[config.mk]
export PLATFORM = sky130hd
export DESIGN_NAME = mod_addsub_unit
export DESIGN_NICKNAME = d
export VERILOG_FILES = /design/src/rtl/ecc_pkg.sv /design/src/rtl/limb_addsub.sv /design/src/rtl/mod_addsub_unit.sv
export SDC_FILE = /design/constraint.sdc
export NUM_CORES = 2
export LEC_CHECK = 0
export CAP_MARGIN = 25
export CORE_AREA = 3 3 407 409
export CTS_CLUSTER_DIAMETER = 100
export DETAILED_ROUTE_END_ITERATION = 7
export DIE_AREA = 0 0 410 412
export PLACE_DENSITY = 0.76
export SLEW_MARGIN = 20
export SYNTH_ARGS = -nofsm -noshare
export SYNTH_HDL_FRONTEND = slang
export SYNTH_SLANG_ARGS = --single-unit
[constraint.sdc]
create_clock -name clk_i -period 6.7 [get_ports clk_i]
set_input_delay 1.005 -clock clk_i [delete_from_list [all_inputs] [get_ports clk_i]]
set_output_delay 1.005 -clock clk_i [all_outputs]
set_load 0.02 [all_outputs]
[src/rtl/ecc_pkg.sv]
// Shared types for the modular arithmetic units: operation select and the
// two-pass limb-serial add/sub controller states.
package ecc_pkg;

  typedef enum logic {
    OP_ADD = 1'b0,
    OP_SUB = 1'b1
  } op_e;

  typedef enum logic [1:0] {
    IDLE  = 2'd0,
    PASS1 = 2'd1,
    PASS2 = 2'd2,
    DONE  = 2'd3
  } state_e;

endpackage

[src/rtl/limb_addsub.sv]
// Combinational LIMB-bit adder/subtractor; cin/cout are carry when sub=0 and
// borrow when sub=1. Zero latency, no flow control.
module limb_addsub #(
  parameter int LIMB = 64
) (
  input  logic [LIMB-1:0] x,
  input  logic [LIMB-1:0] y,
  input  logic            sub,
  input  logic            cin,
  output logic [LIMB-1:0] s,
  output logic            cout
);

  logic [LIMB:0] sum_ext;

  // One extra bit holds the carry out, or the borrow as a wrapped sign bit.
  always_comb begin
    if (sub) sum_ext = {1'b0, x} - {1'b0, y} - {{LIMB{1'b0}}, cin};
    else     sum_ext = {1'b0, x} + {1'b0, y} + {{LIMB{1'b0}}, cin};
  end

  assign s    = sum_ext[LIMB-1:0];
  assign cout = sum_ext[LIMB];

endmodule

[src/rtl/mod_addsub_unit.sv]
// Modular (a+b) or (a-b) mod p, one limb per cycle over two passes: result
// valid 2*NUM_LIMBS edges after accept; held in DONE until ready_i, ready_o only in IDLE.
module mod_addsub_unit
  import ecc_pkg::*;
#(
  parameter int WIDTH = 256,
  parameter int LIMB  = 64
) (
  input  logic             clk_i,
  input  logic             rst_ni,
  input  logic             valid_i,
  output logic             ready_o,
  input  logic             op_i,
  input  logic [WIDTH-1:0] a_i,
  input  logic [WIDTH-1:0] b_i,
  input  logic [WIDTH-1:0] p_i,
  output logic             valid_o,
  input  logic             ready_i,
  output logic [WIDTH-1:0] result_o
);

  localparam int NUM_LIMBS = WIDTH / LIMB;
  localparam int IDX_W     = (NUM_LIMBS > 1) ? $clog2(NUM_LIMBS) : 1;

  if (LIMB < 8 || WIDTH < LIMB || (WIDTH % LIMB) != 0) begin : g_param_chk
    $error("mod_addsub_unit: WIDTH must be a nonzero multiple of LIMB and LIMB >= 8");
  end

  state_e           state_q;
  op_e              op_q;
  logic [WIDTH-1:0] a_q, b_q, p_q, raw_q, t_q, result_q;
  logic [IDX_W-1:0] idx_q;
  logic             carry_q, c1_q;

  logic [LIMB-1:0]  lx, ly, ls;
  logic             lsub, lcout, last, sel;
  logic [WIDTH-1:0] raw_next, t_next;
  int unsigned      base;

  assign base = int'(idx_q) * LIMB;
  assign last = (idx_q == IDX_W'(NUM_LIMBS - 1));

  // Pass 1 forms raw = a op b; pass 2 applies the opposite op with p to raw.
  always_comb begin
    lx   = (state_q == PASS1) ? a_q[base +: LIMB] : raw_q[base +: LIMB];
    ly   = (state_q == PASS1) ? b_q[base +: LIMB] : p_q[base +: LIMB];
    lsub = (state_q == PASS1) ? (op_q == OP_SUB) : (op_q == OP_ADD);
  end

  limb_addsub #(.LIMB(LIMB)) u_limb (
    .x    (lx),
    .y    (ly),
    .sub  (lsub),
    .cin  (carry_q),
    .s    (ls),
    .cout (lcout)
  );

  always_comb begin
    raw_next               = raw_q;
    raw_next[base +: LIMB] = ls;
    t_next                 = t_q;
    t_next[base +: LIMB]   = ls;
  end

  // lcout here is the pass-2 carry/borrow of the top limb (c2).
  assign sel = (op_q == OP_ADD) ? (c1_q | ~lcout) : c1_q;

  always_ff @(posedge clk_i) begin
    if (!rst_ni) begin
      state_q  <= IDLE;
      op_q     <= OP_ADD;
      a_q      <= '0;
      b_q      <= '0;
      p_q      <= '0;
      raw_q    <= '0;
      t_q      <= '0;
      result_q <= '0;
      idx_q    <= '0;
      carry_q  <= 1'b0;
      c1_q     <= 1'b0;
    end else begin
      case (state_q)
        IDLE: begin
          if (valid_i) begin
            op_q    <= op_e'(op_i);
            a_q     <= a_i;
            b_q     <= b_i;
            p_q     <= p_i;
            idx_q   <= '0;
            carry_q <= 1'b0;
            state_q <= PASS1;
          end
        end
        PASS1: begin
          raw_q <= raw_next;
          if (last) begin
            c1_q    <= lcout;
            carry_q <= 1'b0;
            idx_q   <= '0;
            state_q <= PASS2;
          end else begin
            carry_q <= lcout;
            idx_q   <= idx_q + 1'b1;
          end
        end
        PASS2: begin
          t_q <= t_next;
          if (last) begin
            result_q <= sel ? t_next : raw_q;
            carry_q  <= 1'b0;
            idx_q    <= '0;
            state_q  <= DONE;
          end else begin
            carry_q <= lcout;
            idx_q   <= idx_q + 1'b1;
          end
        end
        DONE: begin
          if (ready_i) state_q <= IDLE;
        end
        default: state_q <= IDLE;
      endcase
    end
  end

  assign ready_o  = (state_q == IDLE);
  assign valid_o  = (state_q == DONE);
  assign result_o = result_q;

endmodule

After elaboration in Yosys (flattened, before gate mapping). Cells that the tools add are included.

Bits in read-only memories: 0. Latch bits: 0. Flip-flop bits (word level): 1543. Memories: 0. Bits in writable memories: 0. Output and inout bits: 258. Input port bits: 773.

$lt $le $gt $ge: 0. Equality and inequality tests: 8. Reduce and logical (&&, ||, !) cells: 8. Divide/modulo/power cells: 0. Add/sub/neg operators: 6. Shift operators: 6. Bitwise gates (word level): 3. Multiply operators: 0. Mux-type cells: 19.

Operators by type and width (count): $shiftx 256x9->64 (4); $bwmux 256 (2); $mux 256 (1); $shift 64x34->256 const A (1); $shiftx 64x34->256 (1); $mux 64 (2); $add 64x64->65 (1); $add 65x1->65 (1); $mux 65 (1); $sub 64x64->65 (1); $sub 65x1->65 (1); $neg 8->34 (1); $mux 2 (6); $pmux 2 s4 (1); $reduce_and 2->1 (4); $eq 2x2->1 const B (3); $ne 2x2->1 const B (3); $mux 1 (4); $pmux 2 s2 (1); $reduce_and 4->1 (1); $add 2x1->2 const B (1); $eq 2x1->1 const B (1); $logic_not 2->1 (1); $ne 2x1->1 const B (1); 5 further kinds (6).

Depth between registers and ports, before layout.
Depth in word-level cells: 9. Gate-level depth with buffers: 27.

Hierarchy. From an unflattened synthesis, not the netlist that was laid out.

Cell total of the unflattened synthesis: 9010. Area total of the unflattened synthesis: 78753.0 µm².

By module, submodules not included: mod_addsub_unit (area an instance 69157.6 µm², cells each 7540, times used 1, seq. area each 30889.6 µm²); limb_addsub (area an instance 9595.5 µm², cells each 1470, times used 1, seq. area each 0.0 µm²).

Least setup slack after synthesis. Ideal clock, no wire load.

Path type: register -> register. Start: register state_q[1]. End: register result_q[254] (netlist: result_o[254]). Library setup time: 0.122 ns. Path buffers: 8. Cell stages (with the launch flop): 27. Data required time: 6.578 ns. Slack: 0.892 ns. Data arrival time: 5.686 ns. Clock period less this slack: 5.808 ns. Cell sequence: dfxtp_1 inv_1 ha_1 clkbuf_1 clkbuf_1 clkbuf_1 clkbuf_1 clkbuf_1 mux4_2 nand2_1 nand2_1 ha_1 ha_1 buf_2 a21oi_1 o21ai_0 a221oi_1 o21ai_1 a211oi_2 a211o_1 o211ai_2 a221o_1 buf_4 buf_4 nand3_1 a21oi_1 a221o_1.

Longest elaborated chain between the ends: 9.

Ends and longest elaborated chain: from (decl) (RTL line mod_addsub_unit.sv:29) `state_e state_q;`; from (signal assigned) (RTL line mod_addsub_unit.sv:71) `state_q <= IDLE;`; from (signal assigned) (RTL line mod_addsub_unit.sv:92) `state_q <= PASS1;`; from (signal assigned) (RTL line mod_addsub_unit.sv:101) `state_q <= PASS2;`; branches (longest 9 deep; another with $add 64x64->65); to (signal assigned) (RTL line mod_addsub_unit.sv:110) `result_q <= sel ? t_next : raw_q;`; to (decl) (RTL line mod_addsub_unit.sv:31) `logic [WIDTH-1:0] a_q, b_q, p_q, raw_q, t_q, result_q;`.

Parallel ways; which one is timed is not known. A chain may end at the register's enable or synchronous reset.

Worst setup path in the final report.
Start: register state_q[1]. End: register result_q[231] (netlist: result_o[231]).

The elaborated chain is that of the path after synthesis.

==> results.toml <==
[worst_setup_path]
crit_type = "reg -> reg"
crit_required_ps = 7430
path_common_cell = "o21ai_0"
crit_path_top_delay_cell = "o21ai_0"
critPathBufInv = 4
worst_ep_arrival_time_ps = 7170
max_stage_delay_ps = 710
cp_cell_sequence = "inv_1 -> ha_4 -> buf_12 -> mux4_2 -> nand2_1 -> nand2_1 -> ha_1 -> ha_1 -> a21oi_1 -> o21ai_0 -> nand2_1 -> a31oi_1 -> o31ai_1 -> buf_4 -> o21a_1 -> o21ai_0 -> xnor2_1 -> o21ai_0 -> buf_4 -> a221oi_1 -> o21ai_0"
path_delay_family = "compound AO/OA/AOI/OAI gates"
worst-path-max-fanout = 37
crit_path_end_kind = "register"
startpoint_type = "register"

[global_route]
grt_pass1_vias = 70900
grt_max_degree = 226
grt_pass1_wl_um = 475000
grt_overflow = 0
antenna_found_initial = 60
grt.total_usage_pct = 37.5

[cts]
cts_buffers = 162
cts_tree = "done"
clk_latency_ps = 830
root_buffer = "clkbuf_16"
clk_path_buf_depth = 3
holdBufCountCts = 0
clock-sinks = 1543
path_clk_slew_ps = 60
htree_levels = 4

[yosys]
ys_types = 90
syn-num-nets = 10300
synth_commonest_cells = "nand2_1, dfxtp_1, a21oi_1"
ys_top_cells_by_area = "dfxtp_1, nand2_1, a21oi_1"
synth-seq-cells = 1543
yosysMostFrequentCell = "nand2_1"
synthFlopType = "dfxtp_1"
avgSynthCellArea_um2 = 7.97
async_flop_share_pct = 0
synth_top_area_cell = "dfxtp_1"
ys_seq_area_share_pct = 41.4
synth_top_area_share_pct = 41.4
synth_edf_count = 0
synthCells = 9355
synth_area_mm2 = 0.0746
ys.warnings.count = 0

[die]
fp.dieW_um = 410
io_pins = 1031
core_mm2 = 0.162
die_area_mm2 = 0.169
die_h_um = 412
rows = 148
start_util_pct = 45.9

[detailed_routing]
drt_iter0_drc = 9564
route.vias.total = 75500
wl_per_cell_um = 26.8
totalWireLength_um = 332000
ant_nets = 0
vias_per_cell = 6.09
drc_errors = 0
drtPass1Iterations = 7

[sta]
finalCritPeriodShare_pct = 96.1
slew_viol_final = 0
slew_headroom_pct = 21.4
finalCriticalPeriod_ps = 6440
rsz0062_at_grt = "false"
setup_violations = 0
fin_skew_ps = 70.2
hold_viol = 0
worst_pin_slew_ps = 1180
final.setup.worst_slack_ps = 259
finalSetupTns_ps = 0
max_freq_mhz = 155

[placed_design]
dpl_worst_slack_ps = 421
numPortBuffers = 1030
hpwl_um = 248000
globalplace.congestion = 0.998
place_inst = 12100

[cells_and_area]
syn_to_final_growth_pct = 24.6
drive_above_1_share_pct = 8.80
utilization_pct = 57.2
instances_no_fill = 12400
nNetsFinal = 11000

[pwr]
ir_worst_vdd_mv = 0.750
power.density_mw_per_mm2 = 604
p_leak_nw = 34.1

[run]
max_cap_viol_count = 0

[min_path]
hold_class = "reg -> reg"

[run_status]
outcome = "finished, final reports clean"
-- where the power goes --
part | internal (W) | total (W) | switching (W)
logic | 0.0120 | 0.0354 | 0.0234
registers | 0.0104 | 0.0114 | 0.000944
clock network | 0.00539 | 0.00940 | 0.00401
total | 0.0278 | 0.0562 | 0.0284
-- layer usage --
metal | GRT usage (%) | vias to the layer above | routed length [µm]
li1 | - | 33800 | -
met1 | 48.0 | 36200 | 127000
met2 | 57.1 | 4540 | 144000
met3 | 10.8 | 839 | 39500
met4 | 20.0 | 52 | 20900
met5 | 0 | - | 344
-- layout by cell type, fill, tap and decap left out, types with 29 or more instances in the layout --
master           synthesis  layout
nor2_1                 463     454
o21a_1                  35      35
a2bb2oi_1               30      30
a32oi_1                 37      37
nor3_1                 104     101
a21o_1                  69      69
dfxtp_1               1543    1541
mux4_2                 254     254
a22oi_1                148     148
xor2_1                  40      39
xnor2_1                 62      61
a221oi_1                48      48
a211oi_1                99      99
o21ai_1                 40      41
o21ai_0                493     492
and2_1                  48      47
clkbuf_8                 0      38
clkdlybuf4s50_1          0    1029
nor2b_1                 29      29
a22o_1                  52      52
buf_12                   0      39
or3_1                   33      33
and3_1                  36      35
o211ai_1                35      35
buf_4                   13     265
nand2_1               2660    2655
nand3_1                126     125
inv_1                  177     176
a31oi_1                 52      52
nand4_1                 55      55
clkbuf_16                0     164
a21oi_1               1275    1274
mux2i_1                 35      34
ha_1                   198     195
clkbuf_1               619      36
-- registers in the layout, summed over array words and instances (netlist names) --
| name | cells |
|---|---|
| c1_q | 1 |
| a_q | 256 |
| p_q | 256 |
| raw_q | 256 |
| b_q | 256 |
| t_q | 256 |
| op_q | 1 |
| state_q | 2 |
| idx_q | 2 |
| result_o | 256 |
| carry_q | 1 |
-- kinds of logic (layout without fill, tap and decap cells) --
family | count (synthesis) | after routing | share of synthesized area, %
flip-flops | 1543 | 1543 | 41.4
adder cells (fa/ha/maj) | 202 | 202 | 3.43
buffers and inverters | 972 | 1811 | 5.27
multiplexers | 293 | 293 | 8.20
XOR/XNOR | 102 | 102 | 1.20
AO/OA/AOI/OAI | 2620 | 2620 | 20.8
AND/OR/NAND/NOR | 3623 | 3623 | 19.6
other | 0 | 22 | 0
-- stage by stage --
step / instance area, µm² / hold slack [ps] / total power (W)
2_1_floorplan: 74600 / 417 / 0.0318
3_3_place_gp: 87200 / 426 / 0.0452
3_5_place_dp: 87300 / 434 / 0.0454
4_1_cts: 92900 / 447 / 0.0548
6_report: 93000 / 447 / 0.0562
5_1_grt: 92900 / 466 / 0.0586
-- timing repair --
action                     in CTS  in global routing
setup endpoints to repair       0                  5
resized for setup               0                  0
setup buffers                   0                  1
-- worst min-delay path, cell delays in order (launching register included) --
cell and delay (ps):
dfxtp_1 320, nand2_1 40, o21ai_0 50
-- path summary, 6_finish.rpt --
kind / startpoint / slack (ps) / to / cells past startpoint
min: t_q[55] / 450 / t_q[55] / 2
max reg2reg: state_q[1] / 260 / result_o[231] / 21
max: state_q[1] / 260 / result_o[231] / 21
min reg2reg: t_q[55] / 450 / t_q[55] / 2
-- area by class of cell --
class | instances | area (µm²)
tap | 2175 | 2720
sequential | 1543 | 30900
fill | 14600 | 69400
antenna | 22 | 55.1
timing repair buffer | 1336 | 13100
clock inverter | 55 | 783
inverter | 182 | 696
multi-input combinational | 6840 | 39900
clock buffer | 238 | 4760
(Power assumes the default switching activity.)
